--- src/rtl/hazard_unit_mc.sv ---
// Hazard unit for the 5-stage pipeline: forwarding, load-use stall, memory-wait FSM with timeout, perf counters.
// Latency: control outputs are combinational from inputs and registered FSM state. Backpressure: a memory wait stalls F/D/E/M and bubbles W.
// Reset is asynchronous and active-high; while it is held every output reads zero.
module hazard_unit_mc #(
    parameter int REG_AW   = 5,
    parameter int WAIT_MAX = 15,
    parameter int CNT_W    = 16
) (
    input  logic              clk,
    input  logic              reset,
    input  logic [REG_AW-1:0] Rs1D,
    input  logic [REG_AW-1:0] Rs2D,
    input  logic [REG_AW-1:0] Rs1E,
    input  logic [REG_AW-1:0] Rs2E,
    input  logic [REG_AW-1:0] RdE,
    input  logic              PCSrcE,
    input  logic              ResultSrcb0E,
    input  logic [REG_AW-1:0] RdM,
    input  logic [REG_AW-1:0] RdW,
    input  logic              RegWriteM,
    input  logic              RegWriteW,
    input  logic              MemReqM,
    input  logic              MemReadyM,
    output logic [1:0]        ForwardAE,
    output logic [1:0]        ForwardBE,
    output logic              StallF,
    output logic              StallD,
    output logic              StallE,
    output logic              StallM,
    output logic              FlushD,
    output logic              FlushE,
    output logic              FlushW,
    output logic              MemTimeout,
    output logic [CNT_W-1:0]  LoadUseCnt,
    output logic [CNT_W-1:0]  MemStallCnt
);

    localparam logic [0:0] ST_IDLE = 1'b0;
    localparam logic [0:0] ST_WAIT = 1'b1;
    // The counter enters WAIT at 1 and stalls through WAIT_MAX, so timeout fires one count later.
    localparam int WCW = $clog2(WAIT_MAX + 2);
    localparam logic [WCW-1:0] WAIT_LIMIT = WCW'(WAIT_MAX + 1);

    logic [0:0]     state, stateNext;
    logic [WCW-1:0] waitCnt, waitCntNext;
    logic           memStall, timeoutPulse, lwStall;
    logic [1:0]     fwdA, fwdB;

    function automatic logic [1:0] fwdSel(input logic [REG_AW-1:0] rs);
        if (RegWriteM && (RdM != '0) && (RdM == rs))
            return 2'b10;
        else if (RegWriteW && (RdW != '0) && (RdW == rs))
            return 2'b01;
        else
            return 2'b00;
    endfunction

    assign fwdA    = fwdSel(Rs1E);
    assign fwdB    = fwdSel(Rs2E);
    assign lwStall = ResultSrcb0E && (RdE != '0) && ((RdE == Rs1D) || (RdE == Rs2D));

    always_comb begin
        stateNext    = state;
        waitCntNext  = waitCnt;
        memStall     = 1'b0;
        timeoutPulse = 1'b0;
        case (state)
            ST_IDLE: begin
                if (MemReqM && !MemReadyM) begin
                    memStall    = 1'b1;
                    stateNext   = ST_WAIT;
                    waitCntNext = WCW'(1);
                end
            end
            default: begin
                if (MemReadyM) begin
                    stateNext   = ST_IDLE;
                    waitCntNext = '0;
                end else if (waitCnt == WAIT_LIMIT) begin
                    timeoutPulse = 1'b1;
                    stateNext    = ST_IDLE;
                    waitCntNext  = '0;
                end else begin
                    memStall    = 1'b1;
                    waitCntNext = waitCnt + WCW'(1);
                end
            end
        endcase
    end

    always_ff @(posedge clk or posedge reset) begin
        if (reset) begin
            state       <= ST_IDLE;
            waitCnt     <= '0;
            LoadUseCnt  <= '0;
            MemStallCnt <= '0;
        end else begin
            state   <= stateNext;
            waitCnt <= waitCntNext;
            if (lwStall && !memStall && (LoadUseCnt != '1))
                LoadUseCnt <= LoadUseCnt + CNT_W'(1);
            if (memStall && (MemStallCnt != '1))
                MemStallCnt <= MemStallCnt + CNT_W'(1);
        end
    end

    // A pending memory access dominates: the branch stays in E and flushes once released.
    assign ForwardAE  = reset ? 2'b00 : fwdA;
    assign ForwardBE  = reset ? 2'b00 : fwdB;
    assign StallM     = !reset && memStall;
    assign StallE     = !reset && memStall;
    assign FlushW     = !reset && memStall;
    assign StallF     = !reset && (memStall || lwStall);
    assign StallD     = !reset && (memStall || lwStall);
    assign FlushE     = !reset && !memStall && (lwStall || PCSrcE);
    assign FlushD     = !reset && !memStall && PCSrcE;
    assign MemTimeout = !reset && timeoutPulse;

endmodule

--- config.mk ---
export PLATFORM = sky130hd
export DESIGN_NAME = hazard_unit_mc
export DESIGN_NICKNAME = d
export VERILOG_FILES = /design/src/rtl/hazard_unit_mc.sv
export SDC_FILE = /design/constraint.sdc
export NUM_CORES = 1
export LEC_CHECK = 0
export ABC_AREA = 1
export ABC_CLOCK_PERIOD_IN_PS = 2100
export CORE_MARGIN = 2
export CORE_UTILIZATION = 40
export CTS_CLUSTER_SIZE = 14
export DETAILED_ROUTE_END_ITERATION = 16
export GPL_TIMING_DRIVEN = 1
export PLACE_DENSITY = 0.82
export SLEW_MARGIN = 30
export SYNTH_ARGS = -nofsm -noshare
export SYNTH_HDL_FRONTEND = slang
export SYNTH_SLANG_ARGS = --single-unit
export TNS_END_PERCENT = 50
--- constraint.sdc ---
create_clock -name clk -period 2.1 [get_ports clk]
set_input_delay 0.315 -clock clk [delete_from_list [all_inputs] [get_ports clk]]
set_output_delay 0.315 -clock clk [all_outputs]
set_load 0.05 [all_outputs]
== Word level (Yosys, flattened, before mapping) ==
Index checks and enable logic that the tools add are counted.

* Logic and storage cells: 61
* Input port bits: 43
* Register bits: 38

* Add/subtract/negate cells: 3
* Eq/ne operators: 9
* Multiplexer cells: 17
* Reductions and logical operators: 28

{| class="wikitable"
|+ Operator list
! cell !! count
|-
| adder 16 x 1 -> 16 bit (second input constant) || 2
|-
| inequality test 16 bit (second input constant) || 2
|-
| == test 5 bit || 6
|-
| two-way mux 5 bit || 4
|-
| logical AND 1 bit || 18
|-
| nonzero test 5 bit || 3
|-
| two-way mux 1 bit || 9
|-
| two-way mux 2 bit || 4
|-
| adder 5 x 1 -> 5 bit (second input constant) || 1
|-
| == test 5 bit (second input constant) || 1
|-
| logical NOT 1 bit || 3
|-
| logical OR 1 bit || 3
|-
| nonzero test 2 bit || 1
|}

== Logic depth before layout (Yosys ltp) ==
* Depth after elaboration: 7
* Depth in mapped cells: 11

== Least setup slack after synthesis ==
OpenSTA, ideal clock, no wires.

* Kind: input to output
* Start: input reset
* End: output ForwardAE[0]
* Cell stages on the path: 5
* Path buffers: 0
* Slack: -0.635 ns
* Arrival time: 2.420 ns
* Data required time: 1.785 ns
* Path through: inv_1 o21ai_0 nor3_1 nand4_1 a21oi_1

* Word-level cells in the longest chain between the ends: 1

{| class="wikitable"
|+ Ends and longest elaborated chain
! element !! line !! text
|-
| from (decl) || 10 || <nowiki>input logic reset,</nowiki>
|-
| two-way mux 2 bit || 108 || <nowiki>assign ForwardAE = reset ? 2'b00 : fwdA;</nowiki>
|-
| to (decl) || 24 || <nowiki>output logic [1:0] ForwardAE,</nowiki>
|}

Every way passes these cells.

== Worst setup path after layout ==
* Start: input MemReadyM
* End: output StallD

* Word-level cells in the longest chain between the ends: 6
* Elaborated cells on any way between the ends: 7
* Classes of those cells: mux (3); reduce/logical (4)

{| class="wikitable"
|+ Ends and longest elaborated chain
! element !! line !! text
|-
| from (decl) || 23 || <nowiki>input logic MemReadyM,</nowiki>
|-
| logical NOT 1 bit || 69 || <nowiki>if (MemReqM && !MemReadyM) begin</nowiki>
|-
| logical AND 1 bit || 69 ||
|-
| two-way mux 1 bit || 69 ||
|-
| two-way mux 1 bit * || 67 || <nowiki>case (state)</nowiki>
|-
| net memStall || 46 || <nowiki>logic memStall, timeoutPulse, lwStall;</nowiki>
|-
| logical OR 1 bit * || 114 || <nowiki>assign StallD = !reset && (memStall || lwStall);</nowiki>
|-
| logical AND 1 bit * || 114 ||
|-
| to (decl) || 27 || <nowiki>output logic StallD,</nowiki>
|}

The timed path passes the listed nets; every way through them passes the cells marked *.

==> run summary <==
The worst slack on hold paths came out at roughly 0.54 ns. For the worst-skew pair, the clock arrives at the later sink with an insertion delay of a little under 0.3 ns. For this run, design rule violations remaining after detail routing come to 0.

The met3 usage is roughly 3.7%. The count of inserted antenna diode cells is 0. The slack of the worst reg-to-reg path is around 0.3 ns. The total of endpoints with negative setup slack in the final report is 0. The endpoint type of the worst setup path is an output pin. The number of max-slew violations in the final report is 0. Setup repair after global routing could not meet its margin everywhere. For this design the ratio of total power to cell area is about 630 nW/um2.

The dominant combinational cell family by area after synthesis is simple AND/OR/NAND/NOR gates. The pin count of the biggest net entering global routing came out at 39. The total core area came out at around 6500 um2. The slowest stage of the critical path belongs to the cell clkdlybuf4s50_1. The number of instances in the placed design came out at 540. The antenna violation net count after detailed routing is 0.

The routed design could run at a clock period as short as 2.037 ns. The quantity of hold-fixing buffers added after cts is 0. The floorplan die area came out at between 7000 and 8000 um2. The global-route layer with the greatest usage is met2. The synthesis-to-layout area growth is 48.64%. The sequential fraction of the synthesis area came out at a little over a third. Of the cells placed in the final design, the portion with a size suffix greater than 1 is 15.72%. The area of the mapped netlist is around 2700 um2.

The tree is rooted in a clkbuf_8. The endpoint of the most critical setup path is StallD. The first global-routing pass estimated between 10 and 15 mm of wire. Summing the areas of all fa, ha and maj instances in the mapped netlist gives between 1.5 and 2% of the synthesized area. The initial core utilization came out at roughly two fifths. After Yosys synthesis, and, or, nand and nor cells account for between 30% and 40% of the synthesized area.

The DRC violation total after the first TritonRoute iteration is 54. The clock-pin slew on the worst setup and hold paths came out at 0.08 ns. The CTS H-tree depth came out at 2. The worst-case reg-to-reg path depth came out at 11. Walking the worst path, the cells encountered are clkdlybuf4s50_1 > inv_1 > nand2_1 > o21ai_4 > inv_4 > a21oi_2 > buf_6 > buf_12. The total nets after synthesis is between 400 and 500. In this run the mean area of a mapped cell was approximately 7.3 um2. TritonCTS built the clock tree. Derived from the worst setup path, the maximum achievable clock frequency is approximately 500 MHz. The path type of the worst setup path is in -> out. Timing analysis after detailed placement gives a worst setup slack of -0.005048 ns.

The library cell used most frequently in the layout, excluding fill and tap cells, is nand2_1. The count of distinct cell types in the synthesized netlist is 29. The number of nets in the finished design is 523. The number of core rows came out at 29. The portion of synthesized area spent on multiplexers is 0%. The setup skew after layout came out at between 0.009 and 0.01 ns. Summed over all cells, the static leakage comes to about 0.0019 uW. The sum of overflow across all layers after global routing came out at 0. The combined global-route utilization of all metal layers came out at roughly 20%. The clock net sink count is 38. The routed wire length is approximately 7.1 mm. The chip height came out at between 80 and 90 um.

The top fanout value on the critical path came out at 4. The startpoint of the most critical setup path is MemReadyM. The number of warning messages in the yosys log came out at 0.

The vias after detailed routing came out at ~2700. The number of antenna violations at the first check in global routing was 0. The xor-xnor portion of the synthesized cell area is approximately 15%.

The total clock buffers created by CTS is 5. The detailed placer's ending HPWL is approximately 5.3 mm. The data arrival at the endpoint of the critical path came out at roughly 1.7 ns. The count of placed standard cells in the final layout, fillers left out is 554. The number of vias per cell after detailed routing is a little under 5. The number of optimization iterations in the first detailed-route pass is 4.

The global-route track usage on met2 came out at roughly a third. The synthesized flop and latch total came out at 38. The die extent in x is approximately 86 um.

The flow ran to the end, and the final reports show no timing, DRC or antenna violations. The maximum vdd ir drop came out at between 0.0008 and 0.0009 V. The largest incremental delay on the critical path is 0.50 ns. After detailed routing, the average wire length per cell comes to approximately 13 um. Global routing used between 20% and 30% of the available met1 tracks. The post-synthesis cell count is 369. The worst hold-check path type is reg -> reg.

In the layout the commonest cells are nand2_1 (115), clkdlybuf4s50_1 (69), inv_1 (41). The worst path setup slack after routing came out at ~0.063 ns. The critical register-to-register path endpoint is LoadUseCnt[15]. The fraction of the mapped netlist area in compound gates is roughly 4.3%. At the pin with the least slew margin, the transition time is about 0.54 ns. The worst register-to-register path begins at waitCnt[1]. The number of endpoints with negative hold slack in the final report is 0. At the end of routability-driven placement, the weighted congestion stood at 1.020. The quantity of I/O buffers inserted on ports is 86. The relative max-transition margin came out at 63.88%.

The number of max-cap violations came out at 0. No sink is reached through more buffers than the 2 on the longest clock path. The required time of the worst setup path came out at 1.78 ns.

The final worst-path cycle share is a little over nine tenths. The via count of the first global-routing pass came out at around 2800. The worst setup path is launched from a primary input.

The count of pins on the block boundary is 87.
-- timing repair --
item / CTS / global route
resized for setup: 3 / 15
pin swaps: 1 / 2
buffers inserted: 2 / 4
setup endpoints to repair: 7 / 9
-- critical path: cells and delay by family --
kind            cells  cell delay [ns]
buf+inv             5             0.93
simple gates        1             0.10
compound gates      2             0.38
-- Yosys cell counts (all sizes together) --
library cell | count | area share, %
nand3 | 21 | 4.4
clkinv | 1 | 0.14
xnor2 | 21 | 6.8
o21ai | 10 | 2.0
nand2 | 120 | 17
inv | 47 | 6.6
nand4 | 11 | 3.3
a22o | 2 | 0.65
dfrtp | 38 | 35
o22ai | 2 | 0.46
nor4 | 3 | 0.69
xor2 | 26 | 8.4
a211oi | 1 | 0.28
buf | 6 | 1.9
a21oi | 5 | 0.92
ha | 4 | 1.8
nor2 | 36 | 6.4
nor3 | 15 | 3.1
-- how the worst min path moves through the flow --
| stage | from | to | slack, ns | cells past startpoint |
|---|---|---|---|---|
| after floorplan | reset | LoadUseCnt[0] | 0.29 | 1 |
| after global placement | state | waitCnt[0] | 0.48 | 1 |
| after detailed placement | state | waitCnt[0] | 0.51 | 1 |
| after CTS | state | waitCnt[0] | 0.52 | 1 |
| after global routing | MemStallCnt[12] | MemStallCnt[12] | 0.56 | 1 |
| final | MemStallCnt[12] | MemStallCnt[12] | 0.54 | 1 |
-- state kept, by name (all words and copies together) (netlist names) --
signal / cells
LoadUseCnt: 16
MemStallCnt: 16
state: 1
waitCnt: 5
-- report_power, final --
group / internal (uW) / switching [uW] / leakage, uW
clock: 264 / 272 / 0.0000472
sequential: 827 / 118 / 0.000509
combinational: 424 / 641 / 0.00132
total: 1520 / 1030 / 0.00188
-- kinds of logic after synthesis --
kind of cell | Yosys count
AOI/OAI and AO/OA | 20
xor gates and xnor gates | 47
adders and majority gates | 4
buffers and inverters | 54
DFF | 38
and+or+nand+nor | 206
-- area by class of cell --
type	instances	area, um2
inverter	48	186.4
fill	547	2432
sequential	38	950.9
multi-input combinational	277	1572
timing repair buffer	106	1126
clock inverter	2	12.51
clock buffer	6	82.58
tap	77	96.34
-- through the flow --
step | total power (uW) | area (um2) | utilization [%] | TNS, ns
finish | 2546 | 4026 | 62.34 | 0
global placement | 1955 | 3834 | 59.36 | 0
global route | 2685 | 4026 | 62.34 | -0.1306
floorplan | 1580 | 2729 | - | -1.244
detailed placement | 1984 | 3834 | 59.36 | -0.009004
CTS | 2532 | 3949 | 61.14 | 0
-- metal layers --
layer	part of all wire, %	vias to the layer above
li1	-	1366
met1	43	1272
met2	48	87
met3	6.3	17
met4	2.4	0
met5	0	-
Power figures use the tool's default switching activity.
